$ cat config.mk
export PLATFORM = sky130hd
export DESIGN_NAME = down_counter
export DESIGN_NICKNAME = d
export VERILOG_FILES = /design/src/rtl/down_counter.sv
export SDC_FILE = /design/constraint.sdc
export NUM_CORES = 1
export LEC_CHECK = 0
export CAP_MARGIN = 5
export CORE_ASPECT_RATIO = 1.4
export CORE_MARGIN = 4
export CORE_UTILIZATION = 26
export CTS_BUF_LIST = sky130_fd_sc_hd__clkbuf_2
export CTS_CLUSTER_SIZE = 12
export DETAILED_ROUTE_END_ITERATION = 10
export GPL_ROUTABILITY_DRIVEN = 1
export SETUP_SLACK_MARGIN = 0.3
export SLEW_MARGIN = 40
export SYNTH_ARGS = -nofsm -noshare
export SYNTH_HDL_FRONTEND = slang
export SYNTH_SLANG_ARGS = --single-unit
$ cat constraint.sdc
create_clock -name clk -period 1.38 [get_ports clk]
set_input_delay 0.207 -clock clk [delete_from_list [all_inputs] [get_ports clk]]
set_output_delay 0.207 -clock clk [all_outputs]
set_load 0.05 [all_outputs]
$ cat src/rtl/down_counter.sv
// down_counter: loadable down-counter/timer with one-cycle terminal-count pulse and optional auto-reload.
module down_counter #(
  parameter int Counter_bit = 4,
  parameter int Reset_value = 0
) (
  input  logic                   clk,
  input  logic                   rst,
  input  logic                   clear,
  input  logic                   load,
  input  logic [Counter_bit-1:0] load_val,
  input  logic                   en,
  input  logic                   auto_reload,
  output logic [Counter_bit-1:0] C_out,
  output logic                   tc,
  output logic                   busy
);
  typedef enum logic {IDLE, RUN} state_t;
  localparam logic [Counter_bit-1:0] RV  = Counter_bit'(Reset_value);
  localparam logic [Counter_bit-1:0] ONE = Counter_bit'(1);
  state_t state, state_nx;
  logic [Counter_bit-1:0] cnt_nx, reload_reg, reload_nx;
  logic tc_nx;
  always_comb begin
    state_nx  = state;
    cnt_nx    = C_out;
    reload_nx = reload_reg;
    tc_nx     = 1'b0;
    if (clear) begin
      cnt_nx   = RV;
      state_nx = IDLE;
    end else if (load) begin
      reload_nx = load_val;
      cnt_nx    = load_val;
      state_nx  = (load_val != '0) ? RUN : IDLE;
      tc_nx     = (load_val == '0);
    end else if (state == RUN && en) begin
      if (C_out == ONE) begin
        tc_nx    = 1'b1;
        cnt_nx   = auto_reload ? reload_reg : '0;
        state_nx = auto_reload ? RUN : IDLE;
      end else if (C_out > ONE) begin
        cnt_nx = C_out - ONE;
      end
    end
  end
  always_ff @(posedge clk or negedge rst) begin
    if (!rst) begin
      state      <= IDLE;
      C_out      <= RV;
      reload_reg <= '0;
      tc         <= 1'b0;
    end else begin
      state      <= state_nx;
      C_out      <= cnt_nx;
      reload_reg <= reload_nx;
      tc         <= tc_nx;
    end
  end
  assign busy = (state == RUN);
endmodule

==> summary.md <==
| Metric | Value |
|---|---|
| P&R area growth vs syn | 89.1% |
| PwrDens | 777 nW/µm² |
| Mux cell area share after synthesis | 0% |
| Tightest Pin Transition | 0.471 ns |
| Fin Setup TNS | -0.835 ns |
| CTS Buffer Depth | 2 |
| Final wirelength | ~1800 µm |
| Count of state elements after synthesis | 10 |
| Worst Setup Path Type | reg2reg |
| Die area | between 3000 and 4000 µm² |
| Vias in the first global route | 731 |
| Setup WS post-layout | -0.182 ns |
| Final net count | 121 |
| Crit path arrival time | 1.71 ns |
| DRC viols | 0 |
| Dpl hpwl | 1350 µm |
| TritonCTS Sinks | 10 |
| Leak Pwr | 0.493 nW |
| CP required | 1.53 ns |
| Antenna violations before repair | 0 |
| Iteration count of the initial detailed-routing pass | 8 |
| Worst hold path class | in2async |
| GRT overflow | 0 |
| Final Hold Fails | 0 |
| Die W | about 48 µm |
| Cell count after synthesis | 66 |
| Fin crit period | 1.56 ns |
| Drt initial violations | 21 |
| Root Driver | clkbuf_2 |
| Simple-gate share of the synthesized area | ~33% |
| Unrepaired setup endpoints after global routing | yes |
| Largest family of logic cells by synthesized area | simple AND/OR/NAND/NOR gates |
| Avg Cell Area, Syn | 8.91 µm² |
| IO Port Bufs | 15 |
| Diodes inserted | 0 |
| Outcome | finished, violations left |
| Num CTS Buffers | 3 |
| Slew Limit Fails | 0 |
| Cell Area, Synth | 588 µm² |
| Max transition margin | 68.5% |
| Post-synthesis sequential area ratio | 42.6% |
| Max Freq | between 600 and 700 MHz |
| Worst vdd ir | 545 µV |
| Ports | 16 |
| RR Startpoint | C_out[0]$_DFFE_PN0P_ |
| Distinct cells, synth | 27 |
| First-pass GRT wire length | 3070 µm |
| Clk_skew | 0.00682 ns |
| Crit. Startpoint | C_out[0]$_DFFE_PN0P_ |
| Fraction of layout cells with a size suffix above 1 | 46.3% |
| Initial Utilization | 27.0% |
| Setup violators final | 6 |
| Vias post-DR | 670 |
| Post-route ant nets | 0 |
| CTS tree | done |
| Final period util | 113% |
| Vias per cell | 5.15 |
| Failing checks | negative setup slack |
| FP Rows | 20 |
| Xor/xnor share of the synthesized area | 0% |
| Die Ht | between 60 and 70 µm |
| Compound-gate portion of the synthesized area | between 10% and 20% |
| Post-synth net total | slightly below 80 |
| Clock slew at reported path FFs | approximately 0.11 ns |
| Max-cap viol count | 0 |
| Wire per inst | 13.6 µm |
| Adder-Cell Fraction of Synth Area | 4.26% |
| Ys Warns | 0 |
| GRT Util Overall | a little over an eighth |
| Worst skew pair latency | around 0.26 ns |
| Placer Congestion | 0.860 |
| H-tree Lvls | 1 |
| CP max FO | 4 |
| Largest net degree at the start of global routing | 11 |
| Core area | 2180 µm² |
| Tot Pwr | 0.864 mW |
| Critical Path Start Type | register |
| CP endpoint kind | register |
worst max-delay path, cell delays in order (launching register included):
cell and delay, ns:
dfrtp_2 0.45, inv_2 0.09, ha_4 0.14, nor4b_4 0.23, or2_1 0.19, nor3_2 0.06
a221o_1 0.29
cell families after synthesis:
logic type               Yosys count
buffers and inverters              6
AO/OA/AOI/OAI                     14
flip-flops                        10
AND/OR/NAND/NOR                   34
adder cells (fa/ha/maj)            2
timing repair:
item	4_1_cts	5_1_grt
pin swaps	0	3
buffers inserted	4	1
resized for setup	5	7
hold buffers	0	0
endpoints found under the setup margin	13	15
gates cloned	0	0
per-stage QoR:
stage	util [%]	setup WS (ns)	std cells	hold slack (ns)	area [µm²]
after floorplan	-	-0.255	66	-0.0886	632
after global placement	46.4	-0.188	121	0.465	1010
after detailed placement	46.4	-0.202	121	0.472	1010
after CTS	49.5	-0.159	129	0.261	1080
after global routing	51.1	-0.241	130	0.257	1110
final	51.1	-0.182	130	0.254	1110
cell usage in the layout, fill, tap and decap left out, types with 2 or more instances in the layout:
cell	instances
buf_4	20
nand2_1	12
clkdlybuf4s50_1	9
dfrtp_1	6
buf_12	6
nand3_1	5
buf_6	5
dfrtp_2	4
o21ai_0	4
a21oi_1	3
clkbuf_2	3
a31oi_1	2
inv_1	2
nand3b_1	2
ha_4	2
area by class of cell:
class	instances	area [µm²]
clock inverters	1	3.75
repair buffers	40	417
flip-flops and latches	10	255
inverters	4	17.5
clock buffers	3	15.0
fillers	189	1060
well taps	22	27.5
multi-input cells	50	377
report_power, final:
| part | internal [mW] | switching, mW |
|---|---|---|
| Combinational | 0.193 | 0.153 |
| Sequential | 0.321 | 0.0283 |
| Clock | 0.0629 | 0.107 |
| Total | 0.576 | 0.288 |
synth_stat cells, drive strengths merged:
master	instances	area, µm²
nand2	12	45.0
dfrtp	10	250
nand3	5	25.0
inv	4	15.0
o21ai	4	20.0
a21oi	3	15.0
a31oi	2	12.5
buf	2	10.0
ha	2	25.0
nand3b	2	15.0
nor2	2	7.51
nor3b	2	20.0
nor4	2	12.5
o41ai	2	17.5
or4	2	16.3
a21o	1	7.51
a221o	1	10.0
nand2b	1	6.26
nand4b	1	8.76
nor2b	1	6.26
nor3	1	5.00
nor4b	1	15.0
o311a	1	10.0
or2	1	6.26
or3	1	6.26
routing by layer:
layer | routed length, µm | GRT usage (%) | share of wire [%]
met3 | 92 | 3.38 | 5.2
met5 | 0 | 0 | 0
met1 | 650 | 14.8 | 37
met4 | 72 | 7.74 | 4.1
met2 | 954 | 22.5 | 54
worst paths after layout:
check / slack [ns] / end / cells past startpoint
min: 0.25 / reload_reg[2]$_DFFE_PN0P_ / 1
min in group clk: 0.50 / reload_reg[0]$_DFFE_PN0P_ / 2
max reg2reg: -0.18 / C_out[1]$_DFFE_PN0P_ / 6
max: -0.18 / C_out[1]$_DFFE_PN0P_ / 6
min reg2reg: 0.50 / reload_reg[0]$_DFFE_PN0P_ / 2
max in group asynchronous: 0.78 / C_out[1]$_DFFE_PN0P_ / 1
No activity file was read; power rests on OpenSTA's default activity.
==> edit: new RTL, same settings <==
Put one more register stage on the output `tc`, with the module's reset. The value now appears one clock later. The other outputs are not delayed to match.
--- a/src/rtl/down_counter.sv
+++ b/src/rtl/down_counter.sv
@@ -18,4 +18,6 @@
   localparam logic [Counter_bit-1:0] RV  = Counter_bit'(Reset_value);
   localparam logic [Counter_bit-1:0] ONE = Counter_bit'(1);
+
+  logic tc_s0;
   state_t state, state_nx;
   logic [Counter_bit-1:0] cnt_nx, reload_reg, reload_nx;
@@ -49,13 +51,21 @@
       C_out      <= RV;
       reload_reg <= '0;
-      tc         <= 1'b0;
+      tc_s0      <= 1'b0;
     end else begin
       state      <= state_nx;
       C_out      <= cnt_nx;
       reload_reg <= reload_nx;
-      tc         <= tc_nx;
+      tc_s0      <= tc_nx;
     end
   end
   assign busy = (state == RUN);
+  always_ff @(posedge clk or negedge rst) begin
+    if (!rst) begin
+      tc <= '0;
+    end else begin
+      tc <= tc_s0;
+    end
+  end
+
 endmodule
 
Check against the original RTL: not equivalent (a bounded check fails within 4 cycles, from zero or initial values and one cycle with rst low).
==> edit against the unedited design <==
The run still ends with setup timing left; power up 5.8%; sequential cell count grew 1; critical endpoint unchanged; wire length increased by 7.5%; synthesized cell count did not move; critical path depth decreased by 2; synthesized area grew 3.2%; die area increased by 2.7%; combinational power hardly changed; highest routed layer unchanged; design area up 0.11%; largest power group unchanged; sequential share of layout area up 2.2 points; critical path type unchanged; worst setup slack improved by 0.0079 ns.
==> edit: results (changes against the unedited design) <==
* Setup tns final at -0.696 ns (+0.139 ns)
* Total GRT Usage at 0.126 (-0.0113)
* Clk pwr at 0.191 mW (+12%)
* Critical path fanouts, max at 5 (+1)
* Commonest cells in the netlist: 12 x nand2_1, 11 x dfrtp_1, 4 x inv_1, 4 x nor4_1
* Top post-synthesis cells by area: dfrtp_1 45%, nand2_1 7.4%, ha_1 4.1%
* Vias in the first global route at 683 (-6.6%)
* Bufs w/o clock at 37 (-7.5%)
* NonClk Buf Share at 0.348 (-0.0263)
* Layout cells sized above 1 at 0.467 (+0.00370)
* Family with the most delay on the worst path: flip-flops
* Sequential cell area share at 0.252 (+0.0222)
* Switching share of power at 0.333 (-0.000428)
* Drt first pass iters at 4 (-4)
* Comb_multi_in at 49 (-2.0%)
* HPWL Detailed at 1440 um (+6.6%)
* CLK BUF at 4 (+1)
* Multi-input gate share of the layout cell area at 0.342 (+0.00299)
* Final setup fails at 6 (unchanged)
* Final Net Count at 118 (-2.5%)
* Worst setup margin at -0.174 ns (+0.00790 ns)
* Dpl cell area at 1020 um2 (+1.4%)
* First-pass GRT wire length at 3130 um (+2.0%)
* Status: finished, violations left
* Failing checks: setup timing
* Distinct cells, synth at 26 (-3.7%)
* Rel. slew slack at 0.648 (-0.0375)
edit: worst paths after layout:
kind                            slack [ns]              endpoint                  from  depth (start not counted)
min in group clk                      0.37          tc$_DFF_PN0_       tc_s0$_DFF_PN0_                          0
worst min-delay path                  0.23  C_out[3]$_DFFE_PN0P_                   rst                          2
worst max register to register       -0.17  C_out[1]$_DFFE_PN0P_  C_out[0]$_DFFE_PN0P_                          4
worst max-delay path                 -0.17  C_out[1]$_DFFE_PN0P_  C_out[0]$_DFFE_PN0P_                          4
max in group asynchronous             0.99  C_out[1]$_DFFE_PN0P_                   rst                          2
worst min register to register        0.37          tc$_DFF_PN0_       tc_s0$_DFF_PN0_                          0
edit: cell families (layout without fill, tap and decap cells):
| family | after synthesis | after routing | share of synthesized area |
|---|---|---|---|
| AOI/OAI and AO/OA | 14 | 14 | 0.157 |
| DFF | 11 | 11 | 0.454 |
| muxes | 1 | 1 | 0.0165 |
| and+or+nand+nor | 32 | 32 | 0.295 |
| buffers and inverters | 6 | 45 | 0.0371 |
| adders and majority gates | 2 | 2 | 0.0412 |
edit: repair_timing:
item                                    4_1_cts  5_1_grt
pin swaps                                     6        3
resized for setup                            10        4
endpoints found under the setup margin       15       12
setup buffers                                 2        2
edit: stage by stage:
stage	setup slack (ns)	hold slack (ns)	std cells	total power [mW]
CTS	-0.137	0.240	125	0.902
global route	-0.237	0.218	127	0.976
global placement	-0.117	0.335	119	0.696
detailed placement	-0.126	0.345	119	0.700
finish	-0.174	0.227	127	0.915
floorplan	-0.204	-0.0886	66	0.527
edit: metal layers:
metal | track usage | part of all wire | up-vias
li1 | - | - | 318
met1 | 0.137 | 0.37 | 327
met2 | 0.222 | 0.53 | 34
met3 | 0.0204 | 0.056 | 13
met4 | 0.0774 | 0.045 | 0
met5 | 0 | 0 | -
